## config.mk

```make
export PLATFORM = sky130hd
export DESIGN_NAME = keypad_entry
export DESIGN_NICKNAME = d
export VERILOG_FILES = /design/src/rtl/keypad_entry_pkg.sv /design/src/rtl/keypad_entry_input_sync.sv /design/src/rtl/keypad_entry.sv
export SDC_FILE = /design/constraint.sdc
export NUM_CORES = 1
export LEC_CHECK = 0
export CAP_MARGIN = 20
export CORE_UTILIZATION = 50
export CTS_CLUSTER_DIAMETER = 60
export CTS_CLUSTER_SIZE = 20
export DETAILED_ROUTE_END_ITERATION = 6
export GPL_ROUTABILITY_DRIVEN = 0
export PLACE_DENSITY = 0.74
export SKIP_CTS_REPAIR_TIMING = 1
export SLEW_MARGIN = 20
export SYNTH_ARGS = -nofsm -noshare
export SYNTH_HDL_FRONTEND = slang
export SYNTH_HIERARCHICAL = 1
export SYNTH_SLANG_ARGS = --single-unit
```

## constraint.sdc

```tcl
create_clock -name clk -period 3.5 [get_ports clk]
set_input_delay 0.7 -clock clk [delete_from_list [all_inputs] [get_ports clk]]
set_output_delay 0.7 -clock clk [all_outputs]
set_load 0.01 [all_outputs]
```

## src/rtl/keypad_entry_pkg.sv

```systemverilog
// rtl/keypad_entry_pkg.sv - shared constants, FSM states and key-code helpers for keypad_entry
package keypad_entry_pkg;

  localparam int          REG_W        = 32;
  localparam logic [15:0] SCAN_DIV_DEF = 16'd50000;
  localparam logic [3:0]  DEBOUNCE_DEF = 4'd4;
  localparam logic [3:0]  COL_INIT     = 4'b1110;
  localparam logic [3:0]  ROW_IDLE     = 4'hF;

  typedef enum logic [1:0] {
    ST_SCAN     = 2'd0,
    ST_DEBOUNCE = 2'd1,
    ST_CAPTURE  = 2'd2,
    ST_RELEASE  = 2'd3
  } scan_state_t;

  // Lowest-numbered active (low) row wins when several keys share a column.
  function automatic logic [1:0] low_row_idx(input logic [3:0] r);
    if (!r[0])      low_row_idx = 2'd0;
    else if (!r[1]) low_row_idx = 2'd1;
    else if (!r[2]) low_row_idx = 2'd2;
    else            low_row_idx = 2'd3;
  endfunction

  function automatic logic [1:0] col_idx(input logic [3:0] c);
    case (c)
      4'b1101: col_idx = 2'd1;
      4'b1011: col_idx = 2'd2;
      4'b0111: col_idx = 2'd3;
      default: col_idx = 2'd0;
    endcase
  endfunction

  function automatic logic [3:0] col_rot(input logic [3:0] c);
    col_rot = {c[2:0], c[3]};
  endfunction

endpackage

```

## src/rtl/keypad_entry_input_sync.sv

```systemverilog
// rtl/keypad_entry_input_sync.sv - two-flop synchronizer for asynchronous board inputs
module input_sync #(
  parameter int              WIDTH   = 1,
  parameter logic [WIDTH-1:0] RST_VAL = '0
) (
  input  logic             clk,
  input  logic             rst_n,
  input  logic [WIDTH-1:0] d,
  output logic [WIDTH-1:0] q
);

  logic [WIDTH-1:0] meta;

  always_ff @(posedge clk or negedge rst_n) begin
    if (!rst_n) begin
      meta <= RST_VAL;
      q    <= RST_VAL;
    end else begin
      meta <= d;
      q    <= meta;
    end
  end

endmodule

```

## src/rtl/keypad_entry.sv

```systemverilog
// rtl/keypad_entry.sv - 4x4 hex keypad scanner with debounce, entry shifter and valid/ack hand-off
module keypad_entry
  import keypad_entry_pkg::*;
#(
  parameter logic [15:0] SCAN_DIV = SCAN_DIV_DEF,
  parameter logic [3:0]  DEBOUNCE = DEBOUNCE_DEF
) (
  input  logic             clk,
  input  logic             rst_n,
  input  logic [3:0]       row,
  output logic [3:0]       col,
  input  logic             commit,
  input  logic             ack,
  output logic [REG_W-1:0] entry,
  output logic [3:0]       digit_cnt,
  output logic [REG_W-1:0] data,
  output logic             valid
);

  localparam logic [19:0] CM_LAST = 20'(DEBOUNCE) * 20'(SCAN_DIV) - 20'd1;

  logic [3:0]  row_s;
  logic        commit_s;
  scan_state_t state;
  logic [15:0] dwell_cnt;
  logic [3:0]  db_cnt;
  logic [3:0]  pat;
  logic [3:0]  code;
  logic [19:0] cm_cnt;
  logic        cm_level;
  logic        sample;
  logic        commit_ev;
  logic        capture;

  input_sync #(.WIDTH(4), .RST_VAL(ROW_IDLE)) u_row_sync (
    .clk(clk), .rst_n(rst_n), .d(row), .q(row_s)
  );

  input_sync #(.WIDTH(1), .RST_VAL(1'b0)) u_commit_sync (
    .clk(clk), .rst_n(rst_n), .d(commit), .q(commit_s)
  );

  assign sample    = (dwell_cnt == SCAN_DIV - 16'd1);
  assign capture   = (state == ST_CAPTURE);
  assign commit_ev = commit_s && !cm_level && (cm_cnt == CM_LAST);

  // The dwell counter free-runs; col only moves when the FSM lets it.
  always_ff @(posedge clk or negedge rst_n) begin
    if (!rst_n) begin
      state     <= ST_SCAN;
      col       <= COL_INIT;
      dwell_cnt <= '0;
      db_cnt    <= '0;
      pat       <= ROW_IDLE;
      code      <= '0;
    end else begin
      dwell_cnt <= sample ? 16'd0 : dwell_cnt + 16'd1;
      case (state)
        ST_SCAN: if (sample) begin
          if (row_s != ROW_IDLE) begin
            pat    <= row_s;
            code   <= {low_row_idx(row_s), col_idx(col)};
            db_cnt <= 4'd1;
            state  <= (DEBOUNCE <= 4'd1) ? ST_CAPTURE : ST_DEBOUNCE;
          end else begin
            col <= col_rot(col);
          end
        end
        ST_DEBOUNCE: if (sample) begin
          if (row_s == pat) begin
            db_cnt <= db_cnt + 4'd1;
            if (db_cnt + 4'd1 >= DEBOUNCE) state <= ST_CAPTURE;
          end else begin
            state <= ST_SCAN;
            col   <= col_rot(col);
          end
        end
        ST_CAPTURE: begin
          state  <= ST_RELEASE;
          db_cnt <= '0;
        end
        ST_RELEASE: if (sample) begin
          if (row_s != ROW_IDLE) begin
            db_cnt <= '0;
          end else if (db_cnt + 4'd1 >= DEBOUNCE) begin
            state <= ST_SCAN;
            col   <= col_rot(col);
          end else begin
            db_cnt <= db_cnt + 4'd1;
          end
        end
        default: state <= ST_SCAN;
      endcase
    end
  end

  // Commit button must stay high DEBOUNCE*SCAN_DIV cycles; its first qualified cycle is the event.
  always_ff @(posedge clk or negedge rst_n) begin
    if (!rst_n) begin
      cm_cnt   <= '0;
      cm_level <= 1'b0;
    end else if (!commit_s) begin
      cm_cnt   <= '0;
      cm_level <= 1'b0;
    end else if (cm_cnt == CM_LAST) begin
      cm_level <= 1'b1;
    end else begin
      cm_cnt <= cm_cnt + 20'd1;
    end
  end

  always_ff @(posedge clk or negedge rst_n) begin
    if (!rst_n) begin
      entry     <= '0;
      digit_cnt <= '0;
      data      <= '0;
      valid     <= 1'b0;
    end else begin
      if (commit_ev && !valid) begin
        data      <= entry;
        valid     <= 1'b1;
        entry     <= capture ? {28'd0, code} : '0;
        digit_cnt <= capture ? 4'd1 : 4'd0;
      end else begin
        if (capture) begin
          entry     <= {entry[REG_W-5:0], code};
          digit_cnt <= (digit_cnt == 4'd8) ? 4'd8 : digit_cnt + 4'd1;
        end
        if (valid && ack) valid <= 1'b0;
      end
    end
  end

endmodule
```

==> impl_table.tex <==
\begin{tabular}{lr}
\hline
Metric & Value \\
\hline
\multicolumn{2}{l}{\textbf{Setup path}} \\
Critical setup path kind & reg -> out \\
Critical path data arrival time & 1.54 ns \\
Largest fanout on the critical path & 5 \\
Kind of start point of the critical path & register \\
Launch instance of the worst register-to-register path & db\_cnt[0] \\
Top Family by Delay on Critical Path & flip-flops \\
Crit end category & primary output \\
Capture instance of the worst register-to-register path & col[0] \\
Reg2Reg Setup Slack & 1.39 ns \\
Worst R2R Path Depth & 6 \\
Number of logic stages on the critical path including buffering & 1 \\
Number of buffers and inverters on the critical path & 1 \\
Crit path largest cell delay & 0.57 ns \\
Chain of cells forming the critical path & clkdlybuf4s50\_1 \\
Data required time at the worst endpoint & 2.80 ns \\
Slowest cell on crit path & dfstp\_2 \\
\multicolumn{2}{l}{\textbf{Clock network}} \\
Insertion delay of the later-clocked pin in the worst-skew pair & 0.42 ns \\
Sinks on the clock net & 134 \\
Clock tree root buffer cell & clkbuf\_16 \\
Clock transition at the registers of the reported paths & 0.05 ns \\
Clock tree from TritonCTS & done \\
Bufs on Longest Clock Path & 2 \\
Inserted Clock Buffers & 17 \\
H-tree depth & 4 \\
\multicolumn{2}{l}{\textbf{Yosys}} \\
Syn Area/Cell & 11.3 sq um \\
Adder-Cell Fraction of Synth Area & 1.08\% \\
Fraction of the yosys area taken by sequential cells & 58.5\% \\
Synth Area in Compound Gates & 7.94\% \\
Netlist area before placement & 5770 sq um \\
Primary FF master, synth & dfrtp\_1 \\
Area share of and/or/nand/nor cells after synthesis & 16.0\% \\
Count of flip-flops with a built-in enable after synthesis & 0 \\
Portion of synthesized cell area occupied by the leading cell type & 51.6\% \\
Gate Count Post-Synth & 509 \\
Cell taking the most area after synthesis & dfrtp\_1 \\
Fraction of registers with async set/reset & 100\% \\
Most repeated cell in the gate-level netlist after synthesis & dfrtp\_1 \\
Post-synthesis xor/xnor area fraction & 5.31\% \\
Multiplexer share of the synthesized area & 8.16\% \\
Unique cell type count in the Yosys netlist & 52 \\
Ys Warns & 6 \\
Commonest cells post-synth & 119 x dfrtp\_1, 85 x nand2\_1, 39 x mux2\_2 \\
Combinational family with the most area after synthesis & simple AND/OR/NAND/NOR gates \\
Flip-flop and latch count after synthesis & 134 \\
Largest cells by area after synthesis & dfrtp\_1 52\%, mux2\_2 7.6\%, dfstp\_2 6.8\% \\
Net count of the mapped netlist & 522 \\
\multicolumn{2}{l}{\textbf{Global route}} \\
Largest net degree at the start of global routing & 71 \\
Initial antenna violation count & 0 \\
Vias in the first global route & 4,077 \\
Global Route Usage Sum & 20.8\% \\
Final global-route overflow total & 0 \\
Global-route wire length before repair & 19,100 um \\
\multicolumn{2}{l}{\textbf{Layout}} \\
Total inserted antenna cells & 0 \\
Area occupied by multi-input gates & 2220 sq um \\
Area grow syn2layout & 25.7\% \\
Core utilization of the finished layout & 65.7\% \\
Sequential cell area in the final layout & 3370 sq um \\
Post-layout nets & 606 \\
Number of fill cells in the layout & 847 \\
Proportion of layout cells with a drive suffix above 1 & 16.2\% \\
\multicolumn{2}{l}{\textbf{Power and ir drop}} \\
Power density of the placed cells & 455 nW/um\^{}2 \\
Power after layout & 3.30 mW \\
Worst IR drop on VDD & 0.445 mV \\
Total leakage power & 3.21 nW \\
\multicolumn{2}{l}{\textbf{STA}} \\
RSZ-0062 raised after global routing & false \\
Final count of hold timing violations & 0 \\
Minimum clock period & 2.24 ns \\
Setup-violating endpoint count in the final report & 0 \\
Setup TNS & 0 ns \\
Ratio of final minimum period to clock period & 63.9\% \\
Max-slew headroom & 35.0\% \\
Achievable frequency & 447 MHz \\
Max Transition Viols Final & 0 \\
Smallest setup slack after layout & 1.26 ns \\
Worst-case clock skew & 0.00909 ns \\
Measured slew at the worst slew-check pin & 0.973 ns \\
\multicolumn{2}{l}{\textbf{Placement}} \\
Post-detail-place hpwl & 7170 um \\
Minimum setup slack after placement & 1.41 ns \\
PortBufs & 80 \\
\multicolumn{2}{l}{\textbf{Floorplan}} \\
Die area & 12,000 sq um \\
Core area & 11,000 sq um \\
Initial cell density of the core & 52.3\% \\
Overall die width & 109 um \\
FP Rows & 38 \\
Chip Height & 109 um \\
Number of top-level pins & 81 \\
\multicolumn{2}{l}{\textbf{Detailed routing}} \\
Vias post-DR & 3,998 \\
Drt wl/cell & 14.6 um \\
DRT antenna net count & 0 \\
Post-route DRC violation count & 0 \\
Vias per inst & 5.36 \\
Final Routed Wirelength & 10,900 um \\
Number of search-and-repair iterations in the first detailed-routing pass & 4 \\
Number of DRC markers in iteration 0 & 307 \\
\multicolumn{2}{l}{\textbf{Run}} \\
Max-cap violations & 0 \\
\multicolumn{2}{l}{\textbf{Min path}} \\
Hold Path Class & in -> async \\
\multicolumn{2}{l}{\textbf{Run status}} \\
Run status & complete, no violations \\
\hline
\end{tabular}
area by class of cell:
type | instances | share of cell area [%]
Clock inverter | 7 | 0.967
Sequential cell | 134 | 46.5
Inverter | 12 | 0.621
Timing Repair Buffer | 86 | 12.0
Clock buffer | 25 | 6.83
Multi-Input combinational cell | 342 | 30.7
Tap cell | 140 | 2.42
metrics by stage:
stage	std cells	cell area, sq um	hold slack, ns
3_3_place_gp	714	6680	0.344
4_1_cts	746	7250	0.314
5_1_grt	746	7250	0.343
2_1_floorplan	509	5770	0.331
3_5_place_dp	714	6680	0.341
6_report	746	7250	0.299
how the worst max path moves through the flow:
stage,start,endpoint,slack (ns)
3_5_place_dp,cm_cnt[7],data[0],1.41
5_1_grt,dwell_cnt[0],pat[0],1.20
2_1_floorplan,cm_cnt[13],data[0],1.64
4_1_cts,col[3],col[3],1.24
6_report,col[3],col[3],1.26
3_3_place_gp,cm_cnt[7],data[4],1.46
metal layers:
metal	GRT usage, %	up-vias	wire length [um]
li1	-	1927	-
met3	6.16	10	441
met1	25.7	1986	4860
met4	9.14	0	119
met5	0	-	0
met2	34.0	75	5470
cell families after synthesis:
logic type                 count (synthesis)
and+or+nand+nor                          186
DFF                                      134
xor gates and xnor gates                  35
muxes                                     42
adders and majority gates                  5
AOI/OAI and AO/OA                         74
buffers and inverters                     33
power breakdown:
part / total (mW) / internal, mW / leakage (nW) / switching, mW
combinational: 0.0517 / 0.0165 / 1.15 / 0.0352
clock: 1.67 / 1.05 / 0.266 / 0.622
sequential: 1.57 / 1.56 / 1.80 / 0.0109
registers in the layout, summed over array words and instances, names as in the netlist, named ones only:
signal              flops
cm_cnt                 20
cm_level                1
code                    4
col                     4
data                   32
db_cnt                  4
digit_cnt               4
dwell_cnt              16
entry                  32
pat                     4
state                   1
u_commit_sync/meta      1
u_commit_sync/q         1
u_row_sync/meta         4
u_row_sync/q            4
valid                   1
cell usage in the layout (no fill, tap or decap), drive strengths merged, types with 19 or more instances in the layout:
cell type,Yosys,routed
nand2,85,85
nand3,23,23
a21oi,33,33
clkbuf,10,25
nor2,19,19
clkdlybuf4s50,0,79
mux2,40,40
dfrtp,119,119
xnor2,20,20
No activity file was read; power rests on OpenSTA's default activity.
